`config.mk`:
```
export PLATFORM = sky130hd
export DESIGN_NAME = pwm_peripheral
export DESIGN_NICKNAME = d
export VERILOG_FILES = /design/src/rtl/pwm_peripheral.sv
export SDC_FILE = /design/constraint.sdc
export NUM_CORES = 1
export LEC_CHECK = 0
export ABC_AREA = 1
export BUFFER_PORTS_ARGS = -buffer_cell sky130_fd_sc_hd__buf_2
export CAP_MARGIN = 20
export CORE_ASPECT_RATIO = 0.6
export CORE_MARGIN = 2
export CORE_UTILIZATION = 53
export DETAILED_ROUTE_END_ITERATION = 6
export GPL_ROUTABILITY_DRIVEN = 0
export PLACE_DENSITY_LB_ADDON = 0.2
export SLEW_MARGIN = 20
export SYNTH_ARGS = -nofsm -noshare
export SYNTH_HDL_FRONTEND = slang
export SYNTH_SLANG_ARGS = --single-unit
```
`constraint.sdc`:
```
create_clock -name clk -period 4.45 [get_ports clk]
set_input_delay 0.445 -clock clk [delete_from_list [all_inputs] [get_ports clk]]
set_output_delay 0.445 -clock clk [all_outputs]
set_load 0.01 [all_outputs]
```
`src/rtl/pwm_peripheral.sv`:
```
// rtl/pwm_peripheral.sv - 16-output static/PWM driver with period-aligned duty shadow
//
// Purpose:
//   Drives 16 chip outputs from the SPI-side configuration registers. Each
//   output is either forced low, held static high, or follows one shared
//   8-bit PWM waveform. The duty value is shadowed and only updated at a
//   PWM period boundary, so duty changes never glitch the running period.
//
// Parameters:
//   PRESCALE        clk cycles per PWM counter step (1..65535); one PWM
//                   period lasts 256*PRESCALE clk.
//
// Ports:
//   clk             fast system clock
//   rst             synchronous, active-high reset
//   en_reg_out_7_0  output enable, outputs 7..0
//   en_reg_out_15_8 output enable, outputs 15..8
//   en_reg_pwm_7_0  PWM select, outputs 7..0
//   en_reg_pwm_15_8 PWM select, outputs 15..8
//   pwm_duty_cycle  requested duty in 1/256 units, 0xFF means 100 %
//   out             registered chip outputs, bit i = output i
//   period_start    one-clk pulse on the first cycle of each PWM period
//   duty_active     duty value currently in effect

module pwm_peripheral #(
  parameter int PRESCALE = 13
) (
  input  logic        clk,
  input  logic        rst,
  input  logic [7:0]  en_reg_out_7_0,
  input  logic [7:0]  en_reg_out_15_8,
  input  logic [7:0]  en_reg_pwm_7_0,
  input  logic [7:0]  en_reg_pwm_15_8,
  input  logic [7:0]  pwm_duty_cycle,
  output logic [15:0] out,
  output logic        period_start,
  output logic [7:0]  duty_active
);

  // A single-step prescaler still needs a 1-bit counter to keep the
  // declarations legal; it then compares against 0 and ticks every cycle.
  localparam int PS_W = (PRESCALE > 1) ? $clog2(PRESCALE) : 1;
  localparam logic [PS_W-1:0] PS_LAST = PS_W'(PRESCALE - 1);

  logic [PS_W-1:0] r_prescale_cnt;
  logic [7:0]      r_pwm_cnt;
  logic [7:0]      r_duty_active;
  logic [15:0]     r_out;
  logic            r_period_start;

  logic            w_tick;
  logic            w_wrap;
  logic            w_pwm_level;
  logic [15:0]     w_en_out;
  logic [15:0]     w_en_pwm;
  logic [15:0]     w_out_next;

  assign w_tick = (r_prescale_cnt == PS_LAST);
  assign w_wrap = w_tick && (r_pwm_cnt == 8'hFF);

  // 0xFF is forced high so full duty has no low step at pwm_cnt == 255.
  assign w_pwm_level = (r_duty_active == 8'hFF) || (r_pwm_cnt < r_duty_active);

  assign w_en_out = {en_reg_out_15_8, en_reg_out_7_0};
  assign w_en_pwm = {en_reg_pwm_15_8, en_reg_pwm_7_0};

  // Disabled -> 0, enabled static -> 1, enabled PWM -> shared level.
  assign w_out_next = w_en_out & (~w_en_pwm | {16{w_pwm_level}});

  always_ff @(posedge clk) begin
    if (rst) begin
      r_prescale_cnt <= '0;
      r_pwm_cnt      <= 8'h00;
      r_duty_active  <= 8'h00;
      r_out          <= 16'h0000;
      r_period_start <= 1'b0;
    end else begin
      r_prescale_cnt <= w_tick ? '0 : r_prescale_cnt + 1'b1;
      if (w_tick) begin
        r_pwm_cnt <= r_pwm_cnt + 8'd1;
      end
      // Whatever duty is presented on the wrap cycle is the one that runs
      // for the whole next period; earlier mid-period writes are dropped.
      if (w_wrap) begin
        r_duty_active <= pwm_duty_cycle;
      end
      // Registered from wrap so it lines up with the first pwm_cnt == 0 cycle.
      r_period_start <= w_wrap;
      r_out          <= w_out_next;
    end
  end

  assign out          = r_out;
  assign period_start = r_period_start;
  assign duty_active  = r_duty_active;

endmodule

```
Yosys cells after proc, flatten, opt, wreduce, memory -nomap -nowiden
Index checks and enable logic that the tools add are counted.
Cells by class
  equality and inequality tests: 3
  reductions and logical operators: 3
  bitwise operators: 3
  $add $sub $neg: 2
  magnitude comparators: 1
Operators by type and width (count)
  bitwise AND 16 bit: 1
  equality test 8 bit (second input constant): 2
  inverter 16 bit: 1
  OR 16 bit: 1
  adder 8 x 1 -> 8 bit (second input constant): 1
  < comparator 8 bit: 1
  adder 4 x 1 -> 4 bit (second input constant): 1
  equality test 4 bit (second input constant): 1
  OR reduction 2 bit: 1
  logical AND 1 bit: 1
  logical OR 1 bit: 1
Word-level totals
  input bits: 42
  logic and storage cells: 17
  register bits after elaboration: 37

Logic depth before layout (Yosys ltp)
  depth in word-level cells: 4
  mapped depth: 12
  depth with buffers taken out: 11

Least setup slack after synthesis
Ideal clock, no wire load.
  kind: reg-to-reg
  start point: register r_duty_active[5], in the netlist duty_active[5]
  end point: register r_out[0], in the netlist out[0]
  required time: 4394 ps
  path slack: 2927 ps
  cell stages (with the launch flop): 11
  data arrival time: 1467 ps
  library setup time: 56 ps
  path through: dfxtp_1 inv_1 ha_1 a21oi_1 nor2_1 nor3_2 nand2_4 buf_8 nand3_2 nand2_1 inv_1
Between the ends
  word-level cells in the longest chain between the ends: 4
  elaborated cells between the ends (all ways): 5
Ends and longest elaborated chain
  start, declared: line 47  | logic [7:0] r_duty_active;
  start signal, assigned: line 85  | r_duty_active <= pwm_duty_cycle;
  < comparator 8 bit or equality test 8 bit (tied branches): line 62  | assign w_pwm_level = (r_duty_active == 8'hFF) || (r_pwm_cnt < r_duty_active);
  logical OR 1 bit *: line 62
  OR 16 bit *: line 68  | assign w_out_next = w_en_out & (~w_en_pwm | {16{w_pwm_level}});
  bitwise AND 16 bit *: line 68
  end signal, assigned: line 89  | r_out <= w_out_next;
  end, declared: line 48  | logic [15:0] r_out;
Mark *: on every way between the ends. The rest lies on a longest branch, timed or not.
A chain may end at the register's enable or synchronous reset.

Worst setup path in the final report
  start point: register r_duty_active[5], in the netlist duty_active[5]
  end point: register r_out[4], in the netlist out[4]
The elaborated chain is that of the path after synthesis.

==> flow_summary_export.csv <==
group,metric,value,unit
die,dieArea,3970,um2
worst_setup_path,cp.buffers_inverters,2,
pwr,p_comb_frac,0.085,
clock_tree,hold_buffers,0,
worst_setup_path,crit_chain,"inv_1 -> ha_1 -> a21oi_1 -> nor2_1 -> nor3_2 -> nand2_4 -> nand3_1 -> nand2_1 -> inv_1",
synthesis,synth_nets,293,
pwr,ir_drop,0.000265,V
final_layout,layout_common_cells,"buf_2 (66), inv_1 (51), nand2_1 (51)",
pwr,p_switching,0.155,mW
route,vias,1586,
worst_setup_path,worst_path_largest_cell_delay,380,ps
final_layout,final_common_cell,"buf_2",
route,dr.pass1.iters,4,
route,drtIter0Drc,84,
die,core_area,3280,um2
synthesis,synth-seq-area-share,0.403,
sta,drv_slew,0,
clock_tree,cts_root_buf,"clkbuf_8",
die,die_y,49.6,um
final_layout,final_layout_size_suffix_gt1_frac,0.323,
worst_setup_path,cp.required,4690,ps
placement,post-dp-hpwl,2710,um
clock_tree,h-tree-depth,2,
sta,fin_crit,1640,ps
clock_tree,cts_tree,"yes",
sta,fmax,611,MHz
clock_tree,cts_resized,0,
route,drc,0,
final_layout,area.sequential,741,um2
worst_setup_path,critPathKind,"flop to flop",
clock_tree,clockBufferDepth,2,
grt,grt_pass1_vias,1470,
clock_tree,cts_sinks,37,
sta,rsz0062_at_grt,"no",
clock_tree,cts_made_buffers,5,
grt,grt_pass1_wl,6040,um
die,ios,67,
sta,hold_viol,0,
grt,grt_max_degree,32,
grt,gr-total-overflow,0,
worst_setup_path,end_kind,"flop",
route,viasPerCell,4.47,
die,die_w,80,um
route,ant_nets,0,
worst_setup_path,cp_max_fo,16,
grt,grt.total_usage,0.197,
clock_tree,post_cts_buffers,0,
die,rows,16,
synthesis,ys_types,28,
grt,antenna_found_initial,0,
synthesis,synth_area,1840,um2
synthesis,avgSynthCellArea,7.62,um2
pwr,intPower,0.492,mW
worst_setup_path,slowest_stage,"dfxtp_1",
pwr,power.density,285,nW/um2
pwr,p_leak,1.31,nW
worst_setup_path,crit_family,"simple AND/OR/NAND/NOR gates",
route,totalWireLength,3620,um
job,maxCapViolations,0,
sta,hold-worst-slack,387,ps
sta,max_slew.worst_pin.slew,583,ps
final_layout,multi_input_area,826,um2
final_layout,fillers,297,
worst_hold_path,hold_path.class,"input port to flop",
synthesis,netlist_instances,241,
worst_setup_path,cpMostUsedCell,"inv_1",
worst_setup_path,startpoint_type,"flop",
placement,portBuffers,66,
synthesis,ys_seq_elements,37,
final_layout,antennaDiodeCount,0,
pwr,swShare,0.239,
final_layout,nNetsFinal,361,
die,initial_core_util,0.559,
synthesis,synth_warnings,0,
worst_setup_path,worstPathArrival,1880,ps
sta,setup_violations,0,
sta,setup_tns,0,ps
pwr,pwr-share-clk,0.385,
sta,skew,11.3,ps
sta,slew_headroom,0.610,
outcome,status,"complete, no violations",
final_layout,syn2layout_area_growth,23.5,%
clock_tree,clk_pin_slew,80,ps
route,wl_per_cell,10.2,um
pwr,power_frac_seq,0.530,
clock_tree,clk_latency,290,ps
pwr,totalPowerFinal,0.647,mW
sta,fin_crit_sh,0.368,
==> stage by stage <==
stage	utilization	instances	instance area, um2	setup WS, ps
2_1_floorplan	-	241	1840	2930
3_5_place_dp	0.662	347	2170	2830
6_report	0.691	355	2270	2810
4_1_cts	0.691	355	2270	2800
3_3_place_gp	0.662	347	2170	2910
5_1_grt	0.691	355	2270	2670
==> tightest hold or removal path, cell delays in order <==
cell and delay (ps):
buf_2 90, nand2_1 50, a21oi_1 50
==> logic make-up after synthesis <==
| kind of cell | synth area share |
|---|---|
| and+or+nand+nor | 0.311 |
| buffers and inverters | 0.147 |
| DFF | 0.403 |
| AOI/OAI and AO/OA | 0.0559 |
| adders and majority gates | 0.0681 |
| xor gates and xnor gates | 0.0143 |
==> final cells by class <==
class                   instances  share of cell area
inverters                      57              0.0965
well taps                      45              0.0248
clock buffers                   6              0.0364
multi-input cells             142               0.364
flip-flops and latches         37               0.327
repair buffers                 66               0.146
clock inverters                 2             0.00607
==> power by group through the flow <==
| stage | combinational, mW | sequential [mW] | clock [mW] |
|---|---|---|---|
| 5_1_grt | 0.0621 | 0.343 | 0.267 |
| 6_report | 0.0550 | 0.343 | 0.249 |
| 4_1_cts | 0.0557 | 0.342 | 0.254 |
| 3_3_place_gp | 0.0542 | 0.350 | 0 |
| 2_1_floorplan | 0.0251 | 0.353 | 0 |
| 3_5_place_dp | 0.0553 | 0.350 | 0 |
==> state kept, by name, summed over array words and instances, names as in the netlist <==
signal and cells:
r_prescale_cnt 4, period_start 1, out 16, duty_active 8
r_pwm_cnt 8
==> synth_stat cells, drive strengths merged <==
master	n	area [um2]
nand3	20	175
nor2	27	104
dfxtp	37	741
o21ai	3	15.0
dlymetal6s2s	1	12.5
nand2	52	203
clkinv	1	8.76
a211oi	1	7.51
inv	56	210
nand4	2	18.8
clkbuf	1	3.75
xor2	2	17.5
buf	2	26.3
xnor2	1	8.76
ha	10	125
dlygate4sd1	1	8.76
nor3	8	71.3
a21oi	16	80.1
==> per-layer routing <==
layer / global-route usage / routed length, um / up-vias / share of wire
met3: 0.0586 / 276 / 4 / 0.076
met2: 0.299 / 1440 / 50 / 0.40
met5: 0 / 0 / - / 0
li1: - / - / 865 / -
met4: 0.0706 / 36 / 0 / 0.0099
met1: 0.268 / 1870 / 667 / 0.51
==> worst paths after layout <==
check	from	depth (start not counted)	to	slack, ps
hold / removal	pwm_duty_cycle[0]	3	duty_active[0]	390
setup reg to reg	duty_active[5]	9	out[4]	2810
hold reg to reg	r_prescale_cnt[0]	1	r_prescale_cnt[0]	470
setup / recovery	duty_active[5]	9	out[4]	2810
Note: power is estimated with default switching activity, not from simulation.
